`src/rtl/change_dispenser.sv`:
```
// Greedy coin change dispenser with a req/ack hopper handshake and fixed inter-coin gap.
// Optional feature: define DOLLAR_COIN_EN to include dollar coins in the greedy selection.
module change_dispenser #(
  parameter int unsigned GAP_CYCLES = 2
) (
  input  logic        clk,
  input  logic        rst,
  input  logic        start,
  input  logic [10:0] price,
  input  logic [10:0] paid,
  input  logic        coin_ack,
  output logic        coin_req,
  output logic [1:0]  coin_sel,
  output logic        busy,
  output logic        done,
  output logic        err,
  output logic [10:0] change_left,
  output logic [6:0]  coin_count
);

  localparam int unsigned AMT_W = 11;
  localparam int unsigned CNT_W = 7;
  localparam int unsigned GAP_W = 8;

`ifdef DOLLAR_COIN_EN
  localparam logic DOLLAR_EN = 1'b1;
`else
  localparam logic DOLLAR_EN = 1'b0;
`endif

  typedef enum logic [2:0] {S_IDLE, S_CHECK, S_REQ, S_GAP, S_DONE} state_t;

  state_t             r_state, w_state_nxt;
  logic               r_coin_req, w_coin_req_nxt;
  logic [1:0]         r_coin_sel, w_coin_sel_nxt;
  logic               r_busy, w_busy_nxt;
  logic               r_done, w_done_nxt;
  logic               r_err, w_err_nxt;
  logic [AMT_W-1:0]   r_change_left, w_change_left_nxt;
  logic [CNT_W-1:0]   r_coin_count, w_coin_count_nxt;
  logic               r_underpaid, w_underpaid_nxt;
  logic [GAP_W-1:0]   r_gap_cnt, w_gap_cnt_nxt;
  logic               w_gap_last;

  function automatic logic [AMT_W-1:0] f_coin_val(input logic [1:0] sel);
    case (sel)
      2'b00:   f_coin_val = AMT_W'(5);
      2'b01:   f_coin_val = AMT_W'(10);
      2'b10:   f_coin_val = AMT_W'(25);
      default: f_coin_val = AMT_W'(100);
    endcase
  endfunction

  // Largest enabled coin not exceeding amt; amt is always a nonzero multiple of 5 here.
  function automatic logic [1:0] f_pick(input logic [AMT_W-1:0] amt);
    logic [1:0] sel;
    sel = 2'b00;
    if (amt >= AMT_W'(10)) sel = 2'b01;
    if (amt >= AMT_W'(25)) sel = 2'b10;
    if (DOLLAR_EN && (amt >= AMT_W'(100))) sel = 2'b11;
    return sel;
  endfunction

  assign w_gap_last = (r_gap_cnt == GAP_W'(GAP_CYCLES - 1));

  always_comb begin
    w_state_nxt       = r_state;
    w_coin_req_nxt    = r_coin_req;
    w_coin_sel_nxt    = r_coin_sel;
    w_done_nxt        = 1'b0;
    w_err_nxt         = 1'b0;
    w_change_left_nxt = r_change_left;
    w_coin_count_nxt  = r_coin_count;
    w_underpaid_nxt   = r_underpaid;
    w_gap_cnt_nxt     = r_gap_cnt;
    case (r_state)
      S_IDLE: begin
        if (start) begin
          w_underpaid_nxt   = (paid < price);
          w_change_left_nxt = (paid < price) ? '0 : AMT_W'(paid - price);
          w_coin_count_nxt  = '0;
          w_state_nxt       = S_CHECK;
        end
      end
      S_CHECK: begin
        if (r_underpaid || ((r_change_left % AMT_W'(5)) != '0)) begin
          w_err_nxt         = 1'b1;
          w_change_left_nxt = '0;
          w_state_nxt       = S_IDLE;
        end else if (r_change_left == '0) begin
          w_state_nxt = S_DONE;
        end else begin
          w_coin_sel_nxt = f_pick(r_change_left);
          w_state_nxt    = S_REQ;
        end
      end
      S_REQ: begin
        // coin_ack only counts once the request is actually visible on coin_req
        if (r_coin_req && coin_ack) begin
          w_change_left_nxt = r_change_left - f_coin_val(r_coin_sel);
          w_coin_count_nxt  = CNT_W'(r_coin_count + CNT_W'(1));
          w_coin_req_nxt    = 1'b0;
          w_gap_cnt_nxt     = '0;
          w_state_nxt       = S_GAP;
        end else begin
          w_coin_req_nxt = 1'b1;
        end
      end
      S_GAP: begin
        if (w_gap_last) begin
          if (r_change_left == '0) begin
            w_state_nxt = S_DONE;
          end else begin
            w_coin_sel_nxt = f_pick(r_change_left);
            w_coin_req_nxt = 1'b1;
            w_state_nxt    = S_REQ;
          end
        end else begin
          w_gap_cnt_nxt = GAP_W'(r_gap_cnt + GAP_W'(1));
        end
      end
      S_DONE: begin
        w_done_nxt  = 1'b1;
        w_state_nxt = S_IDLE;
      end
      default: w_state_nxt = S_IDLE;
    endcase
    w_busy_nxt = (w_state_nxt != S_IDLE);
  end

  always_ff @(posedge clk) begin
    if (rst) begin
      r_state       <= S_IDLE;
      r_coin_req    <= 1'b0;
      r_coin_sel    <= 2'b00;
      r_busy        <= 1'b0;
      r_done        <= 1'b0;
      r_err         <= 1'b0;
      r_change_left <= '0;
      r_coin_count  <= '0;
      r_underpaid   <= 1'b0;
      r_gap_cnt     <= '0;
    end else begin
      r_state       <= w_state_nxt;
      r_coin_req    <= w_coin_req_nxt;
      r_coin_sel    <= w_coin_sel_nxt;
      r_busy        <= w_busy_nxt;
      r_done        <= w_done_nxt;
      r_err         <= w_err_nxt;
      r_change_left <= w_change_left_nxt;
      r_coin_count  <= w_coin_count_nxt;
      r_underpaid   <= w_underpaid_nxt;
      r_gap_cnt     <= w_gap_cnt_nxt;
    end
  end

  assign coin_req    = r_coin_req;
  assign coin_sel    = r_coin_sel;
  assign busy        = r_busy;
  assign done        = r_done;
  assign err         = r_err;
  assign change_left = r_change_left;
  assign coin_count  = r_coin_count;

endmodule

```
`config.mk`:
```
export PLATFORM = sky130hd
export DESIGN_NAME = change_dispenser
export DESIGN_NICKNAME = d
export VERILOG_FILES = /design/src/rtl/change_dispenser.sv
export SDC_FILE = /design/constraint.sdc
export NUM_CORES = 1
export LEC_CHECK = 0
export CAP_MARGIN = 0
export CORE_ASPECT_RATIO = 1.75
export CORE_MARGIN = 2
export CORE_UTILIZATION = 30
export CTS_CLUSTER_SIZE = 8
export DETAILED_ROUTE_END_ITERATION = 6
export PLACE_DENSITY_LB_ADDON = 0.15
export SLEW_MARGIN = 40
export SYNTH_ARGS = -nofsm -noshare
export SYNTH_HDL_FRONTEND = slang
export SYNTH_SLANG_ARGS = --single-unit
export TNS_END_PERCENT = 5
```
`constraint.sdc`:
```
create_clock -name clk -period 3.4 [get_ports clk]
set_input_delay 1.02 -clock clk [delete_from_list [all_inputs] [get_ports clk]]
set_output_delay 1.02 -clock clk [all_outputs]
set_load 0.02 [all_outputs]
```
==> results.json, run 1 <==
{
  "status": "complete, no violations",
  "dieWidth_um": 84.5,
  "grt_usage_pct": 15.6,
  "ys_seq_area_share_pct": 21.2,
  "synth_top_area_share_pct": 21.2,
  "hold_path_class": "reg -> reg",
  "hpwl_um": 7770,
  "yosysTopAreaCell": "dfxtp_1",
  "slew_violations": 0,
  "vias": 3431,
  "fmax_mhz": 308,
  "cp.required_ns": 3.62,
  "overflow": 0,
  "power_mw": 3.92,
  "die_area_mm2": 0.0123,
  "area_growth_pct": 26.6,
  "tightestPinTransition_ns": 0.636,
  "clock_latency_ns": 0.29,
  "cts_buffers": 5,
  "top_layer": "met4",
  "synth.avg_cell_area_um2": 7.57,
  "cts.sinks": 36,
  "synth_flop_cell": "dfxtp_1",
  "p_leak_nw": 1.84,
  "startpoint_type": "input pin",
  "wl_um": 9630,
  "core_mm2": 0.0111,
  "reg2reg_to": "coin_sel[0]",
  "met1_length_um": 3820,
  "path_clk_slew_ns": 0.06,
  "final_cell_mix": "clkdlybuf4s50_1 (49), inv_1 (39), nor2_1 (38)",
  "n_antenna_cell": 0,
  "fin_area_mm2": 0.00431,
  "power_density_mw_per_mm2": 910,
  "synth-seq-cells": 36,
  "place_congestion": 0.801,
  "syn-cell-area_mm2": 0.00340,
  "port_buffers": 49,
  "cts_tree": "built",
  "grt_max_degree": 24,
  "cts_setup_buffers": 0,
  "io_pins": 50,
  "async_flop_share_pct": 0,
  "ant_nets": 0,
  "die_y_um": 145,
  "first_pass_iters": 4,
  "routed_via_density": 5.34,
  "drc": 0,
  "cap_violations": 0,
  "synth_area_leaders": "dfxtp_1 (21%), ha_1 (8.8%), a21oi_1 (4.6%)",
  "hold_violations": 0,
  "end_kind": "flop",
  "setup_slack_ns": 0.155,
  "peakVddDrop_mv": 0.466,
  "placementRows": 51,
  "synth_nets": 502,
  "drive_gt1_share_pct": 9.59,
  "synthDistinctLibCells": 68,
  "cp-startpoint": "price[1]",
  "dr.first_iter.drc_count": 82,
  "cts-root-buf": "clkbuf_16",
  "dpl_worst_slack_ns": -0.252,
  "critical_path_class": "in -> reg",
  "synthCells": 450,
  "antenna_found_initial": 0,
  "dr_wl_met3_um": 205,
  "cp.arrival_ns": 3.47,
  "skew_ns": 0.00292,
  "cts-htree-levels": 2,
  "routedWlPerCell_um": 15.0,
  "slew_headroom_pct": 57.5,
  "reg2reg_from": "change_left[8]",
  "regToRegSetupSlack_ns": 0.21,
  "cts_hold_buffers": 0,
  "synth_edf_count": 0,
  "whs_ns": 0.503,
  "cts-resized-gates": 0,
  "worstSetupEndpoint": "r_underpaid",
  "postPlaceCellArea_mm2": 0.00415,
  "final_nets": 562,
  "clockBufferDepth": 2,
  "met2_length_um": 5340,
  "final_common_cell": "clkdlybuf4s50_1",
  "initial_core_util_pct": 30.7,
  "rsz0062_at_grt": "true",
  "critPathMaxFanout": 3,
  "final_util_pct": 38.8,
  "min_period_over_period_pct": 95.4,
  "yosysWarnings": 0,
  "setup_viol": 0,
  "grt_pass1_wl_um": 15800,
  "r2r_cells": 11,
  "layout_min_cycle_time_ns": 3.24,
  "grt_pass1_vias": 3327
}
-- registers in the layout, indices dropped and copies added, names as in the netlist --
register and count:
change_left 11, busy 1, r_gap_cnt 8, r_underpaid 1, done 1, r_state 3, coin_sel 2, err 1
coin_count 7, coin_req 1
-- Yosys cell counts, drive strengths merged (3+ instances only) --
library cell / count
inv: 39
dfxtp: 36
nor2: 38
o21a: 4
o21ai: 26
a21oi: 31
nor2b: 11
nand4: 3
xor2: 14
buf: 8
nor4b: 3
nand2b: 7
o22ai: 5
ha: 24
and2: 8
or3: 3
mux2i: 8
a21o: 6
nand3: 16
nor3b: 7
a21boi: 3
nand2: 35
clkbuf: 15
and3b: 4
o211ai: 6
and4: 4
a22oi: 5
a211oi: 3
and3: 11
nor4: 3
xnor2: 13
nor3: 9
-- how the worst min path moves through the flow --
stage	start	slack [ns]	to	cells after the start
floorplan	r_underpaid	0.47	r_underpaid	2
global placement	r_gap_cnt[1]	0.49	r_gap_cnt[1]	2
detailed placement	coin_count[1]	0.50	coin_count[1]	2
CTS	coin_count[1]	0.51	coin_count[1]	2
global route	r_gap_cnt[1]	0.53	r_gap_cnt[1]	2
finish	coin_count[1]	0.50	coin_count[1]	2
-- worst max-delay path, cell delays in order --
cell and delay [ns]:
clkdlybuf4s50_1 0.48, inv_1 0.05, ha_1 0.27, nor2b_1 0.13, o21ai_1 0.15, a21oi_1 0.10
o21ai_1 0.16, a21oi_1 0.10, o211ai_1 0.29, nand2_1 0.13, a21o_1 0.19, a211o_1 0.29
a21oi_1 0.11
-- cell type report --
| cell class | count | area, um^2 |
|---|---|---|
| Timing Repair Buffer | 75 | 698 |
| Tap cell | 132 | 165 |
| Clock buffer | 7 | 133 |
| Multi-Input combinational cell | 353 | 2440 |
| Inverter | 39 | 146 |
| Clock inverter | 1 | 8.76 |
| Sequential cell | 36 | 723 |
| Fill cell | 1249 | 6790 |
-- per-layer routing --
metal,vias to the layer above,track usage (%)
li1,1738,-
met1,1626,16.6
met2,55,29.8
met3,12,1.82
met4,0,6.75
met5,-,0
-- per-stage QoR --
| step | setup TNS (ns) | instances |
|---|---|---|
| 3_5_place_dp | -2.54 | 634 |
| 5_1_grt | -0.0236 | 643 |
| 2_1_floorplan | 0 | 450 |
| 3_3_place_gp | -2.13 | 634 |
| 4_1_cts | 0 | 642 |
| 6_report | 0 | 643 |
-- power breakdown --
group	total [mW]	switching [mW]	internal, mW
combinational	2.76	1.47	1.28
clock	0.454	0.181	0.273
sequential	0.709	0.198	0.512
-- logic make-up (layout without fill, tap and decap cells) --
kind of cell	after synthesis	in the layout	share of synthesized area, %
flops	36	36	21.2
fa+ha+maj	26	26	10.0
compound gates	118	119	23.8
xor+xnor	27	27	6.95
mux	10	10	3.23
buf+inv	62	122	7.68
simple gates	171	171	27.2
No activity file was read; power rests on OpenSTA's default activity.
==> inputs of run 2 (changes only) <==
--- a/config.mk
+++ b/config.mk
@@ -11,6 +11,7 @@
 export CORE_UTILIZATION = 30
 export CTS_CLUSTER_SIZE = 8
 export DETAILED_ROUTE_END_ITERATION = 6
+export HOLD_SLACK_MARGIN = 0.12
 export PLACE_DENSITY_LB_ADDON = 0.15
 export SLEW_MARGIN = 40
 export SYNTH_ARGS = -nofsm -noshare
==> results of run 2 <==
Final layout, timing and power as in run 1 (identical DEF).
